===== config.mk =====
export PLATFORM = sky130hd
export DESIGN_NAME = seq_mantissa_multiplier
export DESIGN_NICKNAME = d
export VERILOG_FILES = /design/src/rtl/seq_mantissa_multiplier.sv
export SDC_FILE = /design/constraint.sdc
export NUM_CORES = 1
export LEC_CHECK = 0
export BUFFER_PORTS_ARGS = -buffer_cell sky130_fd_sc_hd__buf_2
export CORE_UTILIZATION = 55
export DETAILED_ROUTE_END_ITERATION = 8
export GPL_TIMING_DRIVEN = 1
export PLACE_DENSITY = 0.76
export SLEW_MARGIN = 10
export SYNTH_ARGS = -nofsm -noshare
export SYNTH_HDL_FRONTEND = slang
export SYNTH_SLANG_ARGS = --single-unit
export TNS_END_PERCENT = 5

===== constraint.sdc =====
create_clock -name clk_in -period 4.26 [get_ports clk_in]
set_clock_uncertainty 0.2 [all_clocks]
set_input_delay 0.426 -clock clk_in [delete_from_list [all_inputs] [get_ports clk_in]]
set_output_delay 0.426 -clock clk_in [all_outputs]
set_load 0.1 [all_outputs]

===== src/rtl/seq_mantissa_multiplier.sv =====
// Iterative radix-2 shift-add mantissa multiplier with biased exponent adder.
// One multiplier bit is consumed per clock; start/busy/done handshake to control.
module seq_mantissa_multiplier #(
  parameter int unsigned EXP_WIDTH      = 8,
  parameter int unsigned MANTISSA_WIDTH = 23,
  parameter int unsigned BIAS           = 127
) (
  input  logic                            clk_in,
  input  logic                            rst_n_in,
  input  logic                            start_in,
  input  logic [EXP_WIDTH-1:0]            expoent_a_in,
  input  logic [EXP_WIDTH-1:0]            expoent_b_in,
  input  logic [MANTISSA_WIDTH:0]         mantissa_a_in,
  input  logic [MANTISSA_WIDTH:0]         mantissa_b_in,
  output logic                            busy_out,
  output logic                            done_out,
  output logic [EXP_WIDTH-1:0]            expoent_out,
  output logic [2*(MANTISSA_WIDTH+1)-1:0] result_out,
  output logic                            exp_overflow_out,
  output logic                            exp_underflow_out
);

  localparam int unsigned MW = MANTISSA_WIDTH + 1;
  localparam int unsigned PW = 2 * MW;
  localparam int unsigned CW = (MW > 1) ? $clog2(MW) : 1;
  localparam int unsigned SW = EXP_WIDTH + 2;

  localparam logic [CW-1:0] LAST_IT = CW'(MW - 1);

  localparam logic [1:0] S_IDLE = 2'd0;
  localparam logic [1:0] S_RUN  = 2'd1;
  localparam logic [1:0] S_DONE = 2'd2;

  logic [1:0]           state_q, state_d;
  logic [CW-1:0]        cnt_q;
  logic [PW-1:0]        mcand_q;
  logic [MW-1:0]        mplier_q;
  logic [PW-1:0]        acc_q;
  logic [PW-1:0]        acc_nxt;
  logic [EXP_WIDTH-1:0] exp_hold_q;
  logic                 ovf_hold_q;
  logic                 unf_hold_q;
  logic [SW-1:0]        exp_sum;
  logic                 accept;
  logic                 last_it;
  logic                 zero_op;

  assign accept  = start_in && ((state_q == S_IDLE) || (state_q == S_DONE));
  assign last_it = (state_q == S_RUN) && (cnt_q == LAST_IT);
  assign zero_op = (mantissa_a_in == '0) || (mantissa_b_in == '0);

  // Two's-complement sum in EXP_WIDTH+2 bits: sign bit flags underflow, next bit overflow
  assign exp_sum = SW'(expoent_a_in) + SW'(expoent_b_in) - SW'(BIAS);

  // Shifted multiplicand is already aligned to the current multiplier bit
  assign acc_nxt = mplier_q[0] ? (acc_q + mcand_q) : acc_q;

  // State register
  always_ff @(posedge clk_in or negedge rst_n_in) begin
    if (!rst_n_in) state_q <= S_IDLE;
    else           state_q <= state_d;
  end

  // Next-state logic
  always_comb begin
    state_d = state_q;
    case (state_q)
      S_IDLE:  if (start_in) state_d = S_RUN;
      S_RUN:   if (cnt_q == LAST_IT) state_d = S_DONE;
      S_DONE:  state_d = start_in ? S_RUN : S_IDLE;
      default: state_d = S_IDLE;
    endcase
  end

  // Handshake outputs registered from the next state
  always_ff @(posedge clk_in or negedge rst_n_in) begin
    if (!rst_n_in) begin
      busy_out <= 1'b0;
      done_out <= 1'b0;
    end else begin
      busy_out <= (state_d == S_RUN);
      done_out <= (state_d == S_DONE);
    end
  end

  // Operand capture, shift-add iteration and result registration
  always_ff @(posedge clk_in or negedge rst_n_in) begin
    if (!rst_n_in) begin
      cnt_q             <= '0;
      mcand_q           <= '0;
      mplier_q          <= '0;
      acc_q             <= '0;
      exp_hold_q        <= '0;
      ovf_hold_q        <= 1'b0;
      unf_hold_q        <= 1'b0;
      result_out        <= '0;
      expoent_out       <= '0;
      exp_overflow_out  <= 1'b0;
      exp_underflow_out <= 1'b0;
    end else if (accept) begin
      cnt_q      <= '0;
      mcand_q    <= PW'(mantissa_a_in);
      mplier_q   <= mantissa_b_in;
      acc_q      <= '0;
      exp_hold_q <= zero_op ? '0 : exp_sum[EXP_WIDTH-1:0];
      ovf_hold_q <= !zero_op && !exp_sum[SW-1] && exp_sum[SW-2];
      unf_hold_q <= !zero_op && exp_sum[SW-1];
    end else if (state_q == S_RUN) begin
      cnt_q    <= cnt_q + CW'(1);
      mcand_q  <= mcand_q << 1;
      mplier_q <= mplier_q >> 1;
      acc_q    <= acc_nxt;
      if (last_it) begin
        result_out        <= acc_nxt;
        expoent_out       <= exp_hold_q;
        exp_overflow_out  <= ovf_hold_q;
        exp_underflow_out <= unf_hold_q;
      end
    end
  end

endmodule


# Yosys cells after proc, flatten, opt, wreduce, memory -nomap -nowiden

Cells that the tools add are included.

Flip-flop bits (word level): 197
Bits in latches: 0
Memory bits (writable): 0
ROM bits: 0
Input bits: 67
Output and inout bits: 60
Word-level logic and storage cells: 52
Memories kept: 0

Add/subtract/negate cells: 4
Multipliers: 0
Div/mod/pow operators: 0
$lt $le $gt $ge: 0
Eq/ne operators: 5
Shifts and indexed selects: 0
Multiplexer cells: 14
Bitwise gates (word level): 1
Reductions and logical operators: 14

Operator list:

| operator               | number |
|---|---|
| $mux W48               | 5 |
| $add A48 B48 Y48       | 1 |
| $logic_not A24 Y1      | 2 |
| $mux W24               | 2 |
| $mux W5                | 2 |
| $sub A9 B7 Y10 const B | 1 |
| $add A8 B8 Y9          | 1 |
| $mux W8                | 1 |
| $pmux W2 S3            | 1 |
| $add A5 B1 Y5 const B  | 1 |
| $eq A5 B5 Y1 const B   | 1 |
| $logic_and A1 B1 Y1    | 5 |
| $eq A2 B1 Y1 const B   | 2 |
| $eq A2 B2 Y1 const B   | 2 |
| $mux W2                | 2 |
| $reduce_and A3 Y1      | 1 |
| $logic_not A1 Y1       | 2 |
| $logic_not A2 Y1       | 1 |
| $logic_or A1 B1 Y1     | 2 |
| $reduce_bool A2 Y1     | 1 |
| $mux W1                | 1 |
| $not A1 Y1             | 1 |

# Depth between registers and ports, before layout

Word-level depth: 5
Mapped depth: 14
Mapped depth without buffers: 14

# Least setup slack after synthesis

OpenSTA, ideal clock, no wires.

Kind: reg-to-reg
Start: reg mcand_q[0]
End: reg result_out[44]
Library setup time: 0.071 ns
Data arrival time: 2.778 ns
Data required time: 3.989 ns
Setup slack: 1.211 ns
Cell stages (with the launch flop): 11
Buffers on the path: 0
Clock period less this slack: 3.049 ns
Cells stage by stage: dfrtp_1 ha_1 fa_1 a211oi_1 o21bai_1 a21oi_2 o21ai_2 o2111a_1 a221o_1 or4_1 nand3_1

Word-level cells in the longest chain between the ends: 2

Ends and longest elaborated chain:

| what                   | RTL line | RTL |
|---|---|---|
| from (decl)            | 36       | `logic [PW-1:0] mcand_q;` |
| from (signal assigned) | 102      | `mcand_q <= PW'(mantissa_a_in);` |
| from (signal assigned) | 110      | `mcand_q <= mcand_q << 1;` |
| $add A48 B48 Y48       | 56       | `assign acc_nxt = mplier_q[0] ? (acc_q + mcand_q) : acc_q;` |
| $mux W48               | 56       |  |
| to (signal assigned)   | 114      | `result_out <= acc_nxt;` |
| to (decl)              | 18       | `output logic [2*(MANTISSA_WIDTH+1)-1:0] result_out,` |

No other way between the ends.
A chain may end at the register's enable or synchronous reset.

# Worst setup path after layout

Start: reg mcand_q[15]
End: reg result_out[38]

The elaborated chain is that of the path after synthesis.

==> results.py <==
metrics = {
    "global_route": {
        "grt_start_max_net_pins": 117,
        "grt_pass1_wl_um": 49500,
        "grt_pass1_vias": 9660,
        "antenna_found_initial": 0,
        "grt_usage_pct": 29.1,
        "overflow": 0,
    },
    "yosys": {
        "yosysSeqAreaShare_pct": 43.2,
        "synthCells": 1270,
        "synth_edf_count": 0,
        "syn_nets": 1402,
        "synth_ff_type": "dfrtp_1",
        "syn-cell-area_um2": 11400,
        "synth_seq_cells": 197,
        "post_synth.cell_area_avg_um2": 8.99,
        "yosys_warnings": 0,
        "ys_types": 72,
        "async_flop_share_pct": 100,
    },
    "setup_path": {
        "crit_buf_inv": 0,
        "worstSetupEndpointType": "register",
        "critPathMaxStageDelay_ns": 0.96,
        "critPathLaunchType": "register",
        "crit_family": "compound AO/OA/AOI/OAI gates",
        "crit_arrival_ns": 3.62,
        "crit_top_cell": "o21ai_0",
        "worstPathMaxFanout": 10,
        "path_cells": "ha_1, a21oi_1, o21ai_0, o311ai_0, a311oi_2, nor2_1, xor2_1, o21ai_0, mux2_2",
        "critPathRequiredTime_ns": 4.38,
        "crit_type": "reg2reg",
        "crit_path_top_delay_cell": "o311ai_0",
    },
    "die": {
        "num_io_pins": 127,
        "rows": 52,
        "dieArea_um2": 21300,
        "start_util_pct": 56.3,
        "coreArea_um2": 20300,
        "die_h_um": 146,
        "die_w_um": 146,
    },
    "layout": {
        "diodes": 0,
        "final_nets": 1482,
        "drive_above_1_share_pct": 15.0,
        "syn_to_final_growth_pct": 12.5,
        "layout_commonest_cell": "nand2_1",
        "mostFrequentLayoutCells": "nand2_1 (221), dfrtp_1 (197), buf_2 (125)",
    },
    "routing": {
        "via_per_inst": 6.12,
        "avgRoutedWirePerCell_um": 18.4,
        "postRouteAntennaNets": 0,
        "remaining_drc_errors": 0,
        "wl_um": 30100,
        "drtIter0Drc": 739,
        "vias": 9994,
        "drtPass1Iterations": 5,
    },
    "clocking": {
        "clk_latency_ns": 0.44,
        "clockRootBuffer": "clkbuf_16",
        "cts_buffers": 17,
        "cts.sinks": 197,
        "cts_hold_buf": 1,
        "postCtsResizedCells": 0,
        "post_cts_buffers": 0,
        "cts_max_level": 4,
        "clockBufferDepth": 2,
        "clkTransAtPathRegs_ns": 0.08,
        "tritoncts": "done",
    },
    "job": {
        "maxCapViolCount": 0,
    },
    "timing": {
        "fin_crit_sh_pct": 82.1,
        "relSlewSlack_pct": 25.4,
        "finalSetupViolations": 0,
        "rsz0062_at_grt": "false",
        "maxSlewViolCount": 0,
        "finalSetupTns_ns": 0,
        "hold_violations": 0,
        "period_needed_ns": 3.50,
        "fmax_mhz": 286,
        "fin_hold_ws_ns": 0.0276,
        "max_slew.worst_pin.slew_ns": 1.10,
    },
    "power_and_ir_drop": {
        "pwr_density_cell_nw_per_um2": 919,
        "p_leak_nw": 6.19,
        "ir_drop_mv": 0.691,
    },
    "outcome": {
        "status": "finished, final reports clean",
    },
    "worst_hold_path": {
        "min_path_type": "in2reg",
    },
    "placed_design": {
        "finalWeightedCongestion": 0.960,
        "hpwl_um": 21300,
        "port_buffers": 126,
    },
}
[cell type report]
| type | instances | area, um^2 |
|---|---|---|
| inverter | 32 | 120 |
| clock inverter | 15 | 178 |
| multi-input combinational | 961 | 6090 |
| tap | 270 | 338 |
| fill | 1761 | 7450 |
| sequential | 197 | 4930 |
| clock buffer | 17 | 425 |
| timing repair buffer | 141 | 767 |
[report_power, final]
group	internal, mW	switching [mW]
clock	0.845	0.799
combinational	2.01	4.87
sequential	2.67	0.608
total	5.53	6.28
[final timing paths]
check                                  from        endpoint  slack, ns  depth (start not counted)
max                             mcand_q[15]  result_out[38]       0.76                          9
min in group asynchronous          rst_n_in  result_out[18]       0.46                          2
min reg2reg                   exp_hold_q[4]  expoent_out[4]       0.27                          2
max reg2reg                     mcand_q[15]  result_out[38]       0.76                          9
min                        mantissa_b_in[7]     mplier_q[7]       0.03                          3
max in group asynchronous          rst_n_in     mcand_q[46]       2.50                          3
[cell families after synthesis]
| logic type | after synthesis | share of synthesized area (%) |
|---|---|---|
| and+or+nand+nor | 438 | 17.6 |
| AOI/OAI and AO/OA | 395 | 23.2 |
| DFF | 197 | 43.2 |
| buffers and inverters | 112 | 3.76 |
| adders and majority gates | 65 | 7.25 |
| xor gates and xnor gates | 44 | 3.37 |
| muxes | 19 | 1.69 |
[state kept, by name, indices dropped and copies added (netlist names)]
name / cells
mcand_q: 48
cnt_q: 5
exp_underflow_out: 1
busy_out: 1
result_out: 48
exp_overflow_out: 1
unf_hold_q: 1
done_out: 1
expoent_out: 8
exp_hold_q: 8
acc_q: 48
ovf_hold_q: 1
mplier_q: 24
state_q: 2
[worst reg2reg max path: cells and delay by family (launching register included)]
family,cells,cell delay (ns)
mux,1,0.31
compound gates,5,1.67
flops,1,0.41
fa+ha+maj,1,0.42
xor+xnor,1,0.19
simple gates,1,0.19
[layer usage]
layer | global-route usage (%) | up-vias | wire [um]
met2 | 47.2 | 354 | 14200
met4 | 9.27 | 0 | 676
li1 | - | 4765 | -
met1 | 40.2 | 4833 | 13500
met5 | 0 | - | 0
met3 | 4.66 | 42 | 1720
[metrics by stage]
step | util [%] | power (mW) | std cells | worst slack, ns | area [um^2]
global placement | 60.3 | 9.94 | 1600 | 1.01 | 12200
detailed placement | 60.3 | 10.1 | 1600 | 0.900 | 12200
global route | 63.3 | 12.6 | 1633 | 0.661 | 12800
floorplan | - | 8.54 | 1270 | 1.21 | 11400
CTS | 63.3 | 11.8 | 1633 | 0.906 | 12800
finish | 63.3 | 11.8 | 1633 | 0.764 | 12800
[Yosys cell counts (4+ instances only)]
library cell / count / share of area [%]
nand4_1: 18 / 0.99
nor4_1: 13 / 0.71
o21bai_1: 9 / 0.59
xnor2_1: 29 / 2.2
o211ai_1: 16 / 1.1
a211oi_1: 4 / 0.26
dfrtp_1: 197 / 43
ha_1: 63 / 6.9
nand3_1: 57 / 2.5
a22oi_1: 43 / 2.8
mux2i_1: 17 / 1.5
a21o_1: 23 / 1.5
or4_1: 5 / 0.33
o21ai_1: 4 / 0.18
or2_2: 5 / 0.27
xor2_1: 15 / 1.2
nor2b_1: 7 / 0.38
a311oi_1: 4 / 0.31
o21a_1: 21 / 1.4
and3_1: 18 / 0.99
a41oi_1: 4 / 0.31
inv_1: 32 / 1.1
a22o_1: 31 / 2.4
nand2b_1: 4 / 0.22
a21oi_1: 75 / 3.3
o21ai_0: 105 / 4.6
nand2_1: 223 / 7.3
o31ai_1: 8 / 0.53
buf_2: 4 / 0.18
clkbuf_1: 65 / 2.1
a31oi_1: 9 / 0.49
nor2_1: 51 / 1.7
nor3_1: 23 / 1.0
buf_1: 8 / 0.26
Power figures use the tool's default switching activity.
